[src/rtl/if_fetch_unit_if.sv]
// Instruction-memory fetch port: req/addr out, ack/rdata back.
// The fetch unit is the master; the memory responder is the slave.
interface if_fetch_unit_if;
  logic        req;
  logic [15:0] addr;
  logic        ack;
  logic [15:0] rdata;

  modport master (
    output req,
    output addr,
    input  ack,
    input  rdata
  );

  modport slave (
    input  req,
    input  addr,
    output ack,
    output rdata
  );
endinterface

[src/rtl/if_fetch_unit.sv]
// ThinPad IF stage: PC, req/ack fetch FSM and IF/ID register.
// Optional IF_PERF_CNT_EN adds a saturating bubble counter output.
module if_fetch_unit #(
  parameter logic [15:0] RESET_PC  = 16'h0000,
  parameter logic [15:0] NOP_INSTR = 16'h0800
) (
  input  logic                  clk,
  input  logic                  rst,
  input  logic                  stall_i,
  input  logic                  mem_conflict_i,
  input  logic                  redirect_i,
  input  logic [15:0]           redirect_pc_i,
  if_fetch_unit_if.master       imem,
  output logic                  id_valid_o,
  output logic [15:0]           id_instr_o,
`ifdef IF_PERF_CNT_EN
  output logic [15:0]           id_pc_o,
  output logic [31:0]           perf_bubbles_o
`else
  output logic [15:0]           id_pc_o
`endif
);

  typedef enum logic [1:0] {
    S_FETCH,
    S_WAIT,
    S_DRAIN,
    S_HOLD
  } state_t;

  typedef enum logic [1:0] {
    K_KEEP,
    K_LOAD,
    K_BUB
  } kind_t;

  state_t      state;
  logic [15:0] pc;
  logic [15:0] pc_inc;
  logic [15:0] tgt;
  logic [15:0] hbuf;
  logic        req;
  logic        fire;
  logic        accept;
  kind_t       kind;
  logic [15:0] ld_instr;
  logic [15:0] ld_pc;

  assign pc_inc = pc + 16'd1;

  always_comb begin
    req = 1'b0;
    unique case (state)
      S_FETCH: req = !mem_conflict_i;
      S_WAIT:  req = 1'b1;
      S_DRAIN: req = 1'b1;
      default: req = 1'b0;
    endcase
    if (!rst) req = 1'b0;
  end

  assign imem.req  = req;
  assign imem.addr = pc;
  assign fire      = req & imem.ack;
  assign accept    = fire & (state != S_DRAIN);

  // Redirect flushes even under stall; stall beats any load.
  always_comb begin
    kind     = K_BUB;
    ld_instr = imem.rdata;
    ld_pc    = pc_inc;
    if (redirect_i) begin
      kind = K_BUB;
    end else if (stall_i) begin
      kind = K_KEEP;
    end else if (accept) begin
      kind = K_LOAD;
    end else if (state == S_HOLD) begin
      kind     = K_LOAD;
      ld_instr = hbuf;
      ld_pc    = pc;
    end
  end

  always_ff @(posedge clk or negedge rst) begin
    if (!rst) begin
      state <= S_FETCH;
      pc    <= RESET_PC;
      tgt   <= 16'h0000;
      hbuf  <= NOP_INSTR;
    end else begin
      unique case (state)
        S_FETCH, S_WAIT: begin
          if (!req) begin
            if (redirect_i) pc <= redirect_pc_i;
          end else if (imem.ack) begin
            if (redirect_i) begin
              pc    <= redirect_pc_i;
              state <= S_FETCH;
            end else if (stall_i) begin
              pc    <= pc_inc;
              hbuf  <= imem.rdata;
              state <= S_HOLD;
            end else begin
              pc    <= pc_inc;
              state <= S_FETCH;
            end
          end else if (redirect_i) begin
            tgt   <= redirect_pc_i;
            state <= S_DRAIN;
          end else begin
            state <= S_WAIT;
          end
        end
        S_DRAIN: begin
          if (imem.ack) begin
            pc    <= redirect_i ? redirect_pc_i : tgt;
            state <= S_FETCH;
          end else if (redirect_i) begin
            tgt <= redirect_pc_i;
          end
        end
        S_HOLD: begin
          if (redirect_i) begin
            pc    <= redirect_pc_i;
            state <= S_FETCH;
          end else if (!stall_i) begin
            state <= S_FETCH;
          end
        end
        default: state <= S_FETCH;
      endcase
    end
  end

  always_ff @(posedge clk or negedge rst) begin
    if (!rst) begin
      id_valid_o <= 1'b0;
      id_instr_o <= NOP_INSTR;
      id_pc_o    <= 16'h0000;
    end else begin
      unique case (1'b1)
        kind == K_LOAD: begin
          id_valid_o <= 1'b1;
          id_instr_o <= ld_instr;
          id_pc_o    <= ld_pc;
        end
        kind == K_BUB: begin
          id_valid_o <= 1'b0;
          id_instr_o <= NOP_INSTR;
        end
        default: ;
      endcase
    end
  end

`ifdef IF_PERF_CNT_EN
  always_ff @(posedge clk or negedge rst) begin
    if (!rst) begin
      perf_bubbles_o <= 32'h0;
    end else if (kind == K_BUB && perf_bubbles_o != 32'hFFFF_FFFF) begin
      perf_bubbles_o <= perf_bubbles_o + 32'd1;
    end
  end
`endif

endmodule

[src/flat_wrapper.sv]
// flat-port wrapper written by rule: the top's interface ports become plain ports
module if_fetch_unit_flat 
#(
  parameter logic [15:0] RESET_PC  = 16'h0000,
  parameter logic [15:0] NOP_INSTR = 16'h0800
)
  (clk, rst, stall_i, mem_conflict_i, redirect_i, redirect_pc_i, id_valid_o, id_instr_o, id_pc_o, imem_req, imem_addr, imem_ack, imem_rdata);
  if_fetch_unit_if imem_i ();
  input  logic clk;
  input  logic rst;
  input  logic stall_i;
  input  logic mem_conflict_i;
  input  logic redirect_i;
  input  logic [15:0] redirect_pc_i;
  output logic id_valid_o;
  output logic [15:0] id_instr_o;
  output logic [15:0] id_pc_o;
  output wire logic [$bits(imem_i.req)-1:0] imem_req;
  output wire logic [$bits(imem_i.addr)-1:0] imem_addr;
  input wire logic [$bits(imem_i.ack)-1:0] imem_ack;
  input wire logic [$bits(imem_i.rdata)-1:0] imem_rdata;
  assign imem_req = imem_i.req;
  assign imem_addr = imem_i.addr;
  assign imem_i.ack = imem_ack;
  assign imem_i.rdata = imem_rdata;
  if_fetch_unit #(.RESET_PC(RESET_PC), .NOP_INSTR(NOP_INSTR)) u_core (.clk(clk), .rst(rst), .stall_i(stall_i), .mem_conflict_i(mem_conflict_i), .redirect_i(redirect_i), .redirect_pc_i(redirect_pc_i), .imem(imem_i), .id_valid_o(id_valid_o), .id_instr_o(id_instr_o), .id_pc_o(id_pc_o));
endmodule
[config.mk]
export PLATFORM = sky130hd
export DESIGN_NAME = if_fetch_unit_flat
export DESIGN_NICKNAME = d
export VERILOG_FILES = /design/src/rtl/if_fetch_unit_if.sv /design/src/rtl/if_fetch_unit.sv /design/src/flat_wrapper.sv
export SDC_FILE = /design/constraint.sdc
export NUM_CORES = 1
export LEC_CHECK = 0
export BUFFER_PORTS_ARGS = -buffer_cell sky130_fd_sc_hd__clkbuf_2
export CAP_MARGIN = 15
export CORE_MARGIN = 2
export CORE_UTILIZATION = 40
export CTS_CLUSTER_DIAMETER = 100
export DETAILED_ROUTE_END_ITERATION = 6
export SYNTH_ARGS = -nofsm -noshare
export SYNTH_HDL_FRONTEND = slang
export SYNTH_SLANG_ARGS = --single-unit
export TNS_END_PERCENT = 10
[constraint.sdc]
create_clock -name clk -period 2.6 [get_ports clk]
set_input_delay 0.13 -clock clk [delete_from_list [all_inputs] [get_ports clk]]
set_output_delay 0.13 -clock clk [all_outputs]
set_load 0.005 [all_outputs]
==> out/metrics.csv <==
metric,value,unit
First DRT Iteration DRCs,314,
Die X,111,um
VDD IR max,0.605,mV
hold slack,23.7,ps
IO Port Bufs,87,
Initial Util,0.408,
top-count cell post-synth,dfrtp_1,
Final #Nets,583,
gr usage total,0.197,
Final setup viols,0,
number of fill cells,1093,
HP Class,input port to flip-flop,
routed len/inst,17.3,um
FF-to-FF path depth,8,
synth warn,0,
flip-flop and latch count after synthesis,83,
Slowest Stage Delay on Critical Path,490,ps
Max Cap Viol,0,
full die area,0.0124,mm^2
"Reg clk slew, reported paths",60,ps
initial antenna violation count,0,
Synth top cells by count,"dfrtp_1 (81), nand2_1 (52), o21ai_0 (33), nor2_1 (24), mux2_2 (23)",
num ports,88,
Rel. slew slack,0.512,
leakage,2.46,nW
Post-synth EDFFs,0,
total core area,0.0113,mm^2
drc violations,0,
# diodes,0,
CP startpoint kind,flip-flop,
first-pass GRT wire length,19.9,mm
WP depth,8,
cts bufs inserted,9,
Unique masters post-synth,65,
outcome,"complete, no violations",
CTS HTree Levels,3,
RSZ-0062 raised after global routing,no,
Hold Path Cell Cnt,3,
Avg Synthesized Cell Area,10.2,um^2
clk sinks,83,
routed vias,3821,
area of the mapped netlist,0.00462,mm^2
Synth Instances,455,
post-synthesis xor/xnor area fraction,0.0246,
CTS tree,yes,
Overflow after GRT,0,
Post-Route WL,11.9,mm
setup TNS,0,ps
Synth Area in Adders,0.0135,
post-synth top area share,0.439,
Die Ht,111,um
Final HPWL DP,8.84,mm
clock skew,5.03,ps
layout cells sized above 1,0.310,
Post-Syn Nets,498,
Max Clk Rate,418,MHz
Max Buffers Root-to-Sink,2,
Area Overhead vs Synth,18.8,%
cell row count,39,
Synth area leaders,"dfrtp_1 (44%), mux2_2 (5.6%), nand2_1 (4.2%)",
CTS root buf,clkbuf_16,
post-synthesis mux area share,0.121,
crit path cell chain,inv_1 -> ha_1 -> nand2b_4 -> a221oi_4 -> nor2_2 -> buf_4 -> or4_1 -> nand4_1,
vias in the first global route,3704,
overall power,5.88,mW
post-synth top area cell,dfrtp_1,
"Top FF cell, synth",dfrtp_1,
CP Class,flip-flop to flip-flop,
post-DR vias/cell,5.55,
Crit Path Max Fanout,12,
post-route cell area,0.00549,mm^2
WP buf/inv,2,
setup ws final,209,ps
largest family of logic cells by synthesized area,compound AO/OA/AOI/OAI gates,
GPL Wtd Cong,0.868,
Place WS,223,ps
CP Data Required Time,2870,ps
largest net degree at the start of global routing,49,
slowest CP cell,or4_1,
"Period Utilization, post-route",0.920,
Final Max Tran Viols,0,
area post-placement,0.00518,mm^2
CP top delay family,simple AND/OR/NAND/NOR gates,
remaining antenna violation count,0,
sequential area share after synthesis,0.450,
Critical Path AT,2660,ps
worst slew pin tran,725,ps
clock period minus worst slack,2390,ps
CP Capture Type,flip-flop,
DRT Pass-1 Iters,4,
PostCTS Resize Cnt,0,
post-synthesis compound-gate area fraction,0.186,
PwrDens,1070,mW/mm^2
clock latency on the worst-skew pair,340,ps
Synth async-reset ratio,1.00,
final hold violation count,0,
simple-gate share of the synthesized area,0.154,
-- cell type report --
class / count / area [um^2] / share of cell area
Clock buffer: 11 / 233 / 0.0424
Clock inverter: 5 / 62.6 / 0.0114
Inverter: 9 / 33.8 / 0.00616
Multi-Input combinational cell: 333 / 2310 / 0.420
Sequential cell: 83 / 2080 / 0.379
Tap cell: 143 / 179 / 0.0326
Timing Repair Buffer: 104 / 593 / 0.108
-- worst paths after layout --
path	startpoint	endpoint	slack [ps]
worst min-delay path	imem_rdata[11]	u_core.id_instr_o[11]	20
worst max register to register	u_core.state[1]	u_core.imem.addr[10]	210
min in group asynchronous	rst	u_core.imem.addr[9]	220
worst min register to register	u_core.id_instr_o[11]	u_core.id_instr_o[11]	480
max in group asynchronous	rst	u_core.state[1]	1480
worst max-delay path	u_core.state[1]	u_core.imem.addr[10]	210
-- metal layers --
layer,routed length [um],vias up,GRT usage
met5,0,-,0
met4,163,0,0.0543
met3,826,17,0.0386
met2,5330,138,0.300
met1,5560,1824,0.289
li1,-,1842,-
-- flip-flops by register name, summed over array words and instances, names as in the netlist --
signal,cells
u_core.id_valid_o,1
u_core.state,2
u_core.tgt,16
u_core.hbuf,16
u_core.id_instr_o,16
u_core.imem.addr,16
u_core.id_pc_o,16
-- repair_timing --
| item | in CTS | in global routing |
|---|---|---|
| hold buffers | 1 | 0 |
| setup buffers | 0 | 0 |
| endpoints found under the hold margin | 14 | 0 |
-- kinds of logic (layout without fill, tap and decap cells) --
| family | after synthesis | after routing |
|---|---|---|
| DFF | 83 | 83 |
| and+or+nand+nor | 140 | 140 |
| xor gates and xnor gates | 13 | 13 |
| muxes | 48 | 48 |
| buffers and inverters | 39 | 129 |
| AOI/OAI and AO/OA | 127 | 127 |
| adders and majority gates | 5 | 5 |
-- worst reg2reg max path, stage by stage (launching register included) --
cell and delay [ps]:
dfrtp_1 410, inv_1 100, ha_1 450, nand2b_4 230
a221oi_4 260, nor2_2 110, buf_4 190, or4_1 490
nand4_1 90
-- metrics by stage --
stage,utilization,instances
after global routing,0.485,688
after detailed placement,0.458,671
after global placement,0.458,671
final,0.485,688
after floorplan,-,455
after CTS,0.485,688
-- power breakdown --
part,internal (mW),total [mW],switching [mW]
logic,1.11,2.25,1.14
clock network,0.750,1.27,0.522
registers,1.82,2.36,0.535
-- layout by cell type (no fill, tap or decap), drive strengths merged, types with 6 or more instances in the layout --
cell type / instances
o21ai: 58
a21oi: 9
dfrtp: 81
clkbuf: 97
nor3: 10
inv: 10
a31oi: 10
a22oi: 6
o22ai: 6
buf: 17
nor2: 26
nand2: 53
and3: 9
nor4: 6
mux2: 33
mux2i: 15
nand3: 15
xnor2: 12
Note: power is estimated with default switching activity, not from simulation.
